### config.mk
export PLATFORM = sky130hd
export DESIGN_NAME = ltc2992_poller_flat
export DESIGN_NICKNAME = d
export VERILOG_FILES = /design/src/rtl/ltc2992_pkg.sv /design/src/rtl/ltc2992_poller_if.sv /design/src/rtl/ltc2992_tick_gen.sv /design/src/rtl/ltc2992_poller.sv /design/src/flat_wrapper.sv
export SDC_FILE = /design/constraint.sdc
export NUM_CORES = 1
export LEC_CHECK = 0
export BUFFER_PORTS_ARGS = -buffer_cell sky130_fd_sc_hd__buf_2
export CAP_MARGIN = 15
export CELL_PAD_IN_SITES_DETAIL_PLACEMENT = 2
export CELL_PAD_IN_SITES_GLOBAL_PLACEMENT = 2
export CORE_MARGIN = 4
export CORE_UTILIZATION = 37
export CTS_BUF_LIST = sky130_fd_sc_hd__clkbuf_8 sky130_fd_sc_hd__clkbuf_16
export DETAILED_ROUTE_END_ITERATION = 12
export HOLD_SLACK_MARGIN = 0.12
export PLACE_DENSITY = 0.92
export RECOVER_POWER = 25
export SLEW_MARGIN = 40
export SYNTH_ARGS = -nofsm -noshare
export SYNTH_HDL_FRONTEND = slang
export SYNTH_SLANG_ARGS = --single-unit
### constraint.sdc
create_clock -name clk -period 7.6 [get_ports clk]
set_input_delay 0.38 -clock clk [delete_from_list [all_inputs] [get_ports clk]]
set_output_delay 0.38 -clock clk [all_outputs]
set_load 0.1 [all_outputs]
### src/rtl/ltc2992_pkg.sv
// Shared definitions for the LTC2992 poller: slave register map, control/flag
// bit positions, per-channel command table and the sequencer state encoding.
package ltc2992_pkg;

  // Slave register offsets
  localparam logic [3:0] AddrCr   = 4'd0;
  localparam logic [3:0] AddrFlag = 4'd2;
  localparam logic [3:0] AddrRx   = 4'd4;

  // CR bit positions
  localparam int unsigned CrCoreRstBit = 31;
  localparam int unsigned CrStartBit   = 30;
  localparam int unsigned CrCoreEnBit  = 29;
  localparam int unsigned CrRwBit      = 24;
  localparam int unsigned CrLenLsb     = 16;
  localparam int unsigned CrAddrLsb    = 8;

  // FLAG bit positions
  localparam int unsigned FlagDoneBit   = 0;
  localparam int unsigned FlagAckErrBit = 1;
  localparam int unsigned FlagBusyBit   = 2;

  // Each ADC result register is two bytes wide
  localparam logic [2:0] CrReadLen = 3'd2;

  localparam logic [31:0] FlagClrWord = 32'h0000_0001;

  typedef enum logic [3:0] {
    StIdle,
    StStart,
    StPoll,
    StEval,
    StClr,
    StRd,
    StEmit,
    StErr,
    StRst,
    StRstClr
  } state_e;

  // Register pointer for SENSE1, dSENSE1, SENSE2, dSENSE2
  function automatic logic [7:0] ch_cmd(logic [1:0] ch);
    logic [7:0] cmd;
    unique case (ch)
      2'd0:    cmd = 8'h28;
      2'd1:    cmd = 8'h14;
      2'd2:    cmd = 8'h5A;
      default: cmd = 8'h46;
    endcase
    return cmd;
  endfunction

  // Start + core_en + read, two bytes, from the given device and channel pointer
  function automatic logic [31:0] cr_start_word(logic [6:0] i2c_addr, logic [1:0] ch);
    logic [31:0] w;
    w = '0;
    w[CrStartBit]          = 1'b1;
    w[CrCoreEnBit]         = 1'b1;
    w[CrRwBit]             = 1'b1;
    w[CrLenLsb +: 3]       = CrReadLen;
    w[CrAddrLsb +: 7]      = i2c_addr;
    w[7:0]                 = ch_cmd(ch);
    return w;
  endfunction

  function automatic logic [15:0] sat_inc16(logic [15:0] v);
    return (v == 16'hFFFF) ? v : v + 16'd1;
  endfunction

endpackage

### src/rtl/ltc2992_poller_if.sv
// Avalon-MM style connection between the poller (master) and the LTC2992
// register block (slave). Strobes are active low; readdata is combinational.
interface ltc2992_poller_if;
  logic [3:0]  address;
  logic [31:0] writedata;
  logic        write_n;
  logic        read_n;
  logic [31:0] readdata;

  modport master (
    output address,
    output writedata,
    output write_n,
    output read_n,
    input  readdata
  );

  modport slave (
    input  address,
    input  writedata,
    input  write_n,
    input  read_n,
    output readdata
  );
endinterface

### src/rtl/ltc2992_tick_gen.sv
// Loadable down-counter that stops at zero; expired_o is high while it sits at zero.
module ltc2992_tick_gen #(
  parameter int unsigned Width = 32
) (
  input  logic             clk,
  input  logic             reset,
  input  logic             load_i,
  input  logic [Width-1:0] load_val_i,
  input  logic             en_i,
  output logic             expired_o
);

  logic [Width-1:0] count_q, count_d;

  // Load has priority over decrement; the count never wraps below zero
  always_comb begin
    count_d = count_q;
    if (load_i) begin
      count_d = load_val_i;
    end else if (en_i && (count_q != '0)) begin
      count_d = count_q - 1'b1;
    end
  end

  // Counter register
  always_ff @(posedge clk or posedge reset) begin
    if (reset) begin
      count_q <= '0;
    end else begin
      count_q <= count_d;
    end
  end

  assign expired_o = (count_q == '0);

endmodule

### src/rtl/ltc2992_poller.sv
// Round-robin reader of the four LTC2992 ADC result registers through the I2C
// register block. Emits tagged 12-bit samples; recovers and counts ack errors
// and timeouts without outside help.
module ltc2992_poller
  import ltc2992_pkg::*;
#(
  parameter int unsigned FREQ_CLK    = 100_000_000,
  parameter int unsigned POLL_PERIOD = 100_000,
  parameter int unsigned TIMEOUT_CYC = 50_000,
  parameter logic [6:0]  I2C_ADDR    = 7'h6F
) (
  input  logic                     clk,
  input  logic                     reset,
  input  logic                     enable,
  ltc2992_poller_if.master         bus,
  output logic                     sample_valid,
  output logic [1:0]               sample_ch,
  output logic [11:0]              sample_data,
  output logic                     err_pulse,
  output logic [15:0]              err_cnt
);

  if ((POLL_PERIOD < 64) || (TIMEOUT_CYC == 0) || (FREQ_CLK == 0)) begin : g_param_check
    $error("ltc2992_poller: POLL_PERIOD must be >= 64, TIMEOUT_CYC and FREQ_CLK nonzero");
  end

  state_e      state_q, state_d;
  logic [1:0]  ch_q, ch_d;
  logic [2:0]  flag_q, flag_d;
  logic [11:0] sample_data_q, sample_data_d;
  logic [1:0]  sample_ch_q, sample_ch_d;
  logic [15:0] err_cnt_q, err_cnt_d;

  logic        per_expired, per_tick, per_load;
  logic [31:0] per_load_val;
  logic        to_load, to_expired;

  // Held at POLL_PERIOD while disabled so the first tick lands POLL_PERIOD cycles
  // after enable rises; reloading with POLL_PERIOD-1 on a tick keeps the spacing.
  assign per_tick     = enable && per_expired;
  assign per_load     = !enable || per_tick;
  assign per_load_val = enable ? 32'(POLL_PERIOD - 1) : 32'(POLL_PERIOD);

  ltc2992_tick_gen #(
    .Width (32)
  ) u_period (
    .clk        (clk),
    .reset      (reset),
    .load_i     (per_load),
    .load_val_i (per_load_val),
    .en_i       (enable),
    .expired_o  (per_expired)
  );

  // The START cycle itself counts as the first timeout cycle
  ltc2992_tick_gen #(
    .Width (32)
  ) u_timeout (
    .clk        (clk),
    .reset      (reset),
    .load_i     (to_load),
    .load_val_i (32'(TIMEOUT_CYC - 1)),
    .en_i       (1'b1),
    .expired_o  (to_expired)
  );

  // Sequencer next state, bus drive and output strobes
  always_comb begin
    state_d       = state_q;
    ch_d          = ch_q;
    flag_d        = flag_q;
    sample_data_d = sample_data_q;
    sample_ch_d   = sample_ch_q;
    err_cnt_d     = err_cnt_q;
    to_load       = 1'b0;
    bus.address   = '0;
    bus.writedata = '0;
    bus.write_n   = 1'b1;
    bus.read_n    = 1'b1;
    sample_valid  = 1'b0;
    err_pulse     = 1'b0;

    unique case (state_q)
      StIdle: begin
        if (per_tick) state_d = StStart;
      end
      StStart: begin
        bus.address   = AddrCr;
        bus.writedata = cr_start_word(I2C_ADDR, ch_q);
        bus.write_n   = 1'b0;
        to_load       = 1'b1;
        state_d       = StPoll;
      end
      StPoll: begin
        bus.address = AddrFlag;
        bus.read_n  = 1'b0;
        flag_d      = bus.readdata[2:0];
        state_d     = StEval;
      end
      StEval: begin
        // A completed transfer beats a timeout expiring in the same cycle
        if (flag_q[FlagDoneBit]) begin
          state_d = flag_q[FlagAckErrBit] ? StErr : StClr;
        end else if (to_expired) begin
          state_d = StRst;
        end else begin
          state_d = StPoll;
        end
      end
      StClr: begin
        bus.address   = AddrFlag;
        bus.writedata = FlagClrWord;
        bus.write_n   = 1'b0;
        state_d       = StRd;
      end
      StRd: begin
        bus.address   = AddrRx;
        bus.read_n    = 1'b0;
        sample_data_d = {bus.readdata[7:0], bus.readdata[15:12]};
        sample_ch_d   = ch_q;
        state_d       = StEmit;
      end
      StEmit: begin
        sample_valid = 1'b1;
        ch_d         = ch_q + 2'd1;
        state_d      = StIdle;
      end
      StErr: begin
        bus.address   = AddrFlag;
        bus.writedata = FlagClrWord;
        bus.write_n   = 1'b0;
        err_pulse     = 1'b1;
        err_cnt_d     = sat_inc16(err_cnt_q);
        ch_d          = ch_q + 2'd1;
        state_d       = StIdle;
      end
      StRst: begin
        bus.address              = AddrCr;
        bus.writedata            = '0;
        bus.writedata[CrCoreRstBit] = 1'b1;
        bus.write_n              = 1'b0;
        err_pulse                = 1'b1;
        err_cnt_d                = sat_inc16(err_cnt_q);
        state_d                  = StRstClr;
      end
      StRstClr: begin
        bus.address   = AddrFlag;
        bus.writedata = FlagClrWord;
        bus.write_n   = 1'b0;
        ch_d          = ch_q + 2'd1;
        state_d       = StIdle;
      end
      default: state_d = StIdle;
    endcase
  end

  // Sequencer and output registers
  always_ff @(posedge clk or posedge reset) begin
    if (reset) begin
      state_q       <= StIdle;
      ch_q          <= 2'd0;
      flag_q        <= 3'd0;
      sample_data_q <= 12'd0;
      sample_ch_q   <= 2'd0;
      err_cnt_q     <= 16'd0;
    end else begin
      state_q       <= state_d;
      ch_q          <= ch_d;
      flag_q        <= flag_d;
      sample_data_q <= sample_data_d;
      sample_ch_q   <= sample_ch_d;
      err_cnt_q     <= err_cnt_d;
    end
  end

  assign sample_data = sample_data_q;
  assign sample_ch   = sample_ch_q;
  assign err_cnt     = err_cnt_q;

  // Busy flag is observed only through done; kept for the register map's completeness
  localparam int unsigned FlagBusyUnusedBit = FlagBusyBit;

endmodule

### src/flat_wrapper.sv
// flat-port wrapper written by rule: the top's interface ports become plain ports
module ltc2992_poller_flat import ltc2992_pkg::*;
#(
  parameter int unsigned FREQ_CLK    = 100_000_000,
  parameter int unsigned POLL_PERIOD = 100_000,
  parameter int unsigned TIMEOUT_CYC = 50_000,
  parameter logic [6:0]  I2C_ADDR    = 7'h6F
)
  (clk, reset, enable, sample_valid, sample_ch, sample_data, err_pulse, err_cnt, bus_address, bus_writedata, bus_write_n, bus_read_n, bus_readdata);
  ltc2992_poller_if bus_i ();
  input  logic clk;
  input  logic reset;
  input  logic enable;
  output logic sample_valid;
  output logic [1:0] sample_ch;
  output logic [11:0] sample_data;
  output logic err_pulse;
  output logic [15:0] err_cnt;
  output wire logic [$bits(bus_i.address)-1:0] bus_address;
  output wire logic [$bits(bus_i.writedata)-1:0] bus_writedata;
  output wire logic [$bits(bus_i.write_n)-1:0] bus_write_n;
  output wire logic [$bits(bus_i.read_n)-1:0] bus_read_n;
  input wire logic [$bits(bus_i.readdata)-1:0] bus_readdata;
  assign bus_address = bus_i.address;
  assign bus_writedata = bus_i.writedata;
  assign bus_write_n = bus_i.write_n;
  assign bus_read_n = bus_i.read_n;
  assign bus_i.readdata = bus_readdata;
  ltc2992_poller #(.FREQ_CLK(FREQ_CLK), .POLL_PERIOD(POLL_PERIOD), .TIMEOUT_CYC(TIMEOUT_CYC), .I2C_ADDR(I2C_ADDR)) u_core (.clk(clk), .reset(reset), .enable(enable), .bus(bus_i), .sample_valid(sample_valid), .sample_ch(sample_ch), .sample_data(sample_data), .err_pulse(err_pulse), .err_cnt(err_cnt));
endmodule
## Yosys cells after proc, flatten, opt, wreduce, memory -nomap -nowiden

Cells that the tools add are included.

- Bits in registers: 102
- Input bits: 35
- Output and inout port bits: 70
- Logic and storage cells: 63

- Add/sub/neg operators: 4
- Equality and inequality tests: 13
- Mux-type cells: 18
- Bitwise gates (word level): 1
- Reductions and logical operators: 19

Operators by type and width:

| cell | count |
|---|---|
| 2-to-1 mux 32 bit | 4 |
| case mux 32 bit (3 select lines) | 1 |
| zero test 32 bit | 2 |
| nonzero test 32 bit | 2 |
| subtractor 32 x 1 -> 32 bit (second input constant) | 2 |
| case mux 4 bit (7 select lines) | 1 |
| case mux 7 bit (3 select lines) | 1 |
| adder 16 x 1 -> 16 bit (second input constant) | 1 |
| == test 16 bit (second input constant) | 1 |
| == test 4 x 3 -> 1 bit (second input constant) | 4 |
| 2-to-1 mux 4 bit | 3 |
| == test 4 x 2 -> 1 bit (second input constant) | 2 |
| == test 4 bit (second input constant) | 2 |
| 2-to-1 mux 6 bit | 1 |
| case mux 3 bit (2 select lines) | 1 |
| OR reduction 3 bit | 2 |
| 2-to-1 mux 1 bit | 5 |
| OR reduction 5 bit | 1 |
| == test 4 x 1 -> 1 bit (second input constant) | 1 |
| zero test 4 bit | 1 |
| nonzero test 2 bit | 2 |
| OR reduction 2 bit | 2 |
| OR reduction 4 bit | 1 |
| adder 2 x 1 -> 2 bit (second input constant) | 1 |
| 10 further kinds | 11 |

## Depth between registers and ports, before layout

- Depth after elaboration: 4
- Gate-level depth with buffers: 9
- Depth with buffers taken out: 7

## Hierarchy

A second synthesis with hierarchy kept.

- Cells, all modules: 659
- Area total of the unflattened synthesis: 6520.0 um2

Modules (own cells, without submodules):

| module | times used | cells each | area each (um2) | seq. area each (um2) |
|---|---|---|---|---|
| ltc2992_tick_gen | 2 | 226 | 2173.3 | 800.8 |
| ltc2992_poller | 1 | 207 | 2173.3 | 950.9 |

## Worst setup path after synthesis

OpenSTA, ideal clock, no wires.

- Kind: flip-flop to output port
- Start point: register u_core.state_q[1]
- End point: output bus_writedata[3]
- Arrival: 3.049 ns
- Data required time: 7.220 ns
- Path slack: 4.171 ns
- Cell stages (with the launch flop): 5
- Path buffers: 1
- Cell sequence: dfrtp_1 -> nor2_1 -> nand2_1 -> clkbuf_1 -> nor3_1

- Cells in the longest elaborated chain, start to end: 3
- Elaborated cells on any way between the ends: 7
- Those cells by class: 5 x eq/ne; 1 x mux; 1 x reduce/logical

Ends and longest elaborated chain:

| item | RTL line | text |
|---|---|---|
| start: declaration | ltc2992_poller.sv:27 | `state_e state_q, state_d;` |
| start signal: assignment | ltc2992_poller.sv:160 | `state_q <= StIdle;` |
| start signal: assignment | ltc2992_poller.sv:167 | `state_q <= state_d;` |
| == test 4 bit or == test 4 x 3 -> 1 bit (tied branches) | ltc2992_poller.sv:83 | `unique case (state_q)` |
| OR reduction 3 bit (no source line) | -- |  |
| case mux 32 bit (3 select lines) (*) | ltc2992_poller.sv:83 |  |
| end: declaration | flat_wrapper.sv:20 | `output wire logic [$bits(bus_i.writedata)-1:0] bus_writedata;` |

Every way passes the cells marked *; elsewhere a longest branch is shown, timed or not.

==> impl_metrics.json <==
{
  "dp_hpwl_um": 11700,
  "worstSetupStartpointType": "input port",
  "yosysUniqueCellTypes": 62,
  "dieArea_um2": 16700,
  "rsz0062_at_grt": "false",
  "firstDrtPassIters": 5,
  "status": "complete, but fails checks",
  "ios": 105,
  "core_area_um2": 14500,
  "synth_top_family_by_area": "simple AND/OR/NAND/NOR gates",
  "setup_tns_ns": 0,
  "power_frac_seq_pct": 29.7,
  "place_ws_ns": 4.53,
  "final_cell_mix": "dfrtp_1, buf_2, nor2_1",
  "cts_setup_buffers": 0,
  "synth_compound_area_share_pct": 8.34,
  "synth_area_leaders": "dfrtp_1, xnor2_1, nor2_1, buf_4, mux2_2",
  "grt_overflow_total": 0,
  "finish.instance_area_um2": 6130,
  "numCtsBuffers": 9,
  "synth_adder_area_share_pct": 1.84,
  "cts_max_level": 3,
  "worst_hold_startpoint": "bus_readdata[12]",
  "grt_max_degree": 59,
  "route.detailed.drc": 0,
  "gp_congestion": 0.805,
  "vias": 4430,
  "final_common_cell": "dfrtp_1",
  "tightest_slew_ns": 3.12,
  "synth_simple_gate_area_share_pct": 25.1,
  "cts_root_buffer": "clkbuf_16",
  "postPlaceCellArea_um2": 5830,
  "hold_path.class": "input port to flip-flop",
  "yosys_warnings": 0,
  "fin_crit_ns": 4.30,
  "n_antenna_cell": 0,
  "layout-drive-gt1-share_pct": 21.0,
  "synth_xor_area_share_pct": 7.72,
  "slew_headroom_pct": -108,
  "fp.dieH_um": 129,
  "die_w_um": 129,
  "p_sw_mw": 1.36,
  "clkLatencyLatePin_ns": 0.36,
  "met2_usage_pct": 37.9,
  "grt_pass1_wl_um": 27300,
  "synthMuxAreaShare_pct": 4.06,
  "netlist_instances": 551,
  "portBuffers": 68,
  "critical_path_peak_fanout": 58,
  "track_usage_pct": 20.6,
  "vias_per_cell": 5.58,
  "antenna_left": 0,
  "critPathKind": "input port to async pin",
  "clock-sinks": 102,
  "fin_skew_ns": 0.0103,
  "wl_per_cell_um": 21.0,
  "fin_nets": 648,
  "cp.required_ns": 7.38,
  "grt_use_met1_pct": 24.3,
  "pwr-share-comb_pct": 51.0,
  "start_util_pct": 37.6,
  "critPathLaunch": "reset",
  "final_max_slew_viol_count": 105,
  "p_int_mw": 1.09,
  "area_growth_pct": 12.6,
  "cap_violations": 2,
  "post-place-cells": 778,
  "core.rowCount": 44,
  "p_per_area_nw_per_um2": 400,
  "drtIter0Drc": 171,
  "rr_startpoint": "u_core.u_period.count_q[8]$_DFFE_PP0P_",
  "ys_async_sr_fraction_pct": 100,
  "antenna_found_initial": 0,
  "synth_top_area_cell": "dfrtp_1",
  "cts-resized-gates": 0,
  "worst_setup_path_end_kind": "async pin",
  "ys.flop_type": "dfrtp_1",
  "finalHoldViolations": 0,
  "failed_checks": "capacitance limit, slew limit",
  "hold_slack_ns": 0.250,
  "cts_tree": "built",
  "finalSetupViolations": 0,
  "grt_use_met3_pct": 4.86,
  "clock.fmax_ghz": 0.233,
  "p_sw_share_pct": 55.5,
  "r2r_end": "u_core.u_period.count_q[20]$_DFFE_PP0P_",
  "r2r_slack_ns": 4.50,
  "endpoint": "u_core.state_q[2]$_DFFE_PP0P_",
  "synth.avg_cell_area_um2": 9.89,
  "ys_seq_area_share_pct": 46.8,
  "synth-seq-cells": 102,
  "drt-total-wl_um": 16700,
  "r2r_cells": 5,
  "power_leakage_nw": 2.73,
  "grt_pass1_vias": 4958,
  "synth_edf_count": 0,
  "timing.final.crit_share_pct": 56.6,
  "clock_power_share_pct": 19.3,
  "fin_ws_ns": 3.30,
  "irDropWorstVdd_mv": 0.351,
  "clockBufferDepth": 2,
  "gr-max-usage-layer": "met2",
  "ctsHoldBuffers": 0,
  "syn_area_um2": 5450,
  "crit_arrival_ns": 4.08,
  "synth_top_area_share_pct": 46.8,
  "clk_pin_slew_ns": 0.07,
  "fin_cells": 794
}
-- how the worst min path moves through the flow --
stage	to	slack, ns	cells after the start
after floorplan	u_core.u_timeout.count_q[14]$_DFFE_PP0P_	0.47	1
after global placement	u_core.err_cnt[13]$_DFFE_PP0P_	0.48	1
after detailed placement	u_core.sample_data[0]$_DFFE_PP0P_	0.49	1
after CTS	u_core.sample_data[9]$_DFFE_PP0P_	0.13	2
after global routing	u_core.sample_data[9]$_DFFE_PP0P_	0.24	2
final	u_core.sample_data[0]$_DFFE_PP0P_	0.25	2
-- synth_stat cells, drive strengths merged, types with 8 or more instances --
library cell and instances:
a21oi 28, nor4 18, or2 9, nor2 61, clkbuf 14, buf 30, dfrtp 102, or3 23
xor2 20, o31ai 11, mux2 17, or4 20, nand4 11, o21ai 14, nor3 18, xnor2 28
ha 8, inv 12, nand2 33
-- power by group through the flow --
stage	sequential, mW	combinational, mW	clock [mW]
after global routing	0.744	1.31	0.511
final	0.728	1.25	0.475
after global placement	0.719	1.21	0
after CTS	0.728	1.26	0.486
after floorplan	1.03	0.763	0
after detailed placement	0.738	1.25	0
-- registers in the layout (all words and copies together) (netlist names) --
name and flops:
u_core.u_period.count_q 32, u_core.u_timeout.count_q 32, u_core.err_cnt 16, u_core.sample_data 12, u_core.state_q 4, u_core.ch_q 2
u_core.flag_q 2, u_core.sample_ch 2
-- stage by stage --
stage	power (mW)	util, %
after floorplan	1.79	-
after global placement	1.93	40.3
after detailed placement	1.99	40.3
after CTS	2.48	42.3
after global routing	2.57	42.4
final	2.46	42.4
-- layout make-up --
cell class / count / area, um^2
tap: 184 / 230
multi-input combinational: 407 / 2630
timing repair buffer: 72 / 367
fill: 1540 / 8340
sequential: 102 / 2550
clock inverter: 5 / 50.0
inverter: 13 / 50.0
clock buffer: 11 / 253
-- metal layers --
layer	wire length, um	share of wire, %	vias to the layer above
li1	-	-	2025
met4	264	1.6	0
met5	0	0	-
met1	6810	41	2309
met2	9110	55	72
met3	494	3.0	24
-- worst max-delay path, cell delays in order --
cell	delay [ns]
buf_2	0.10
clkinvlp_2	1.26
clkbuf_1	2.29
-- cell families (layout without fill, tap and decap cells) --
group                      count (synthesis)  in the layout
DFF                                      102            102
AOI/OAI and AO/OA                         74             74
other                                      1             16
and+or+nand+nor                          241            241
xor gates and xnor gates                  48             48
muxes                                     20             20
adders and majority gates                  8              8
buffers and inverters                     57            101
Note: power is estimated with default switching activity, not from simulation.
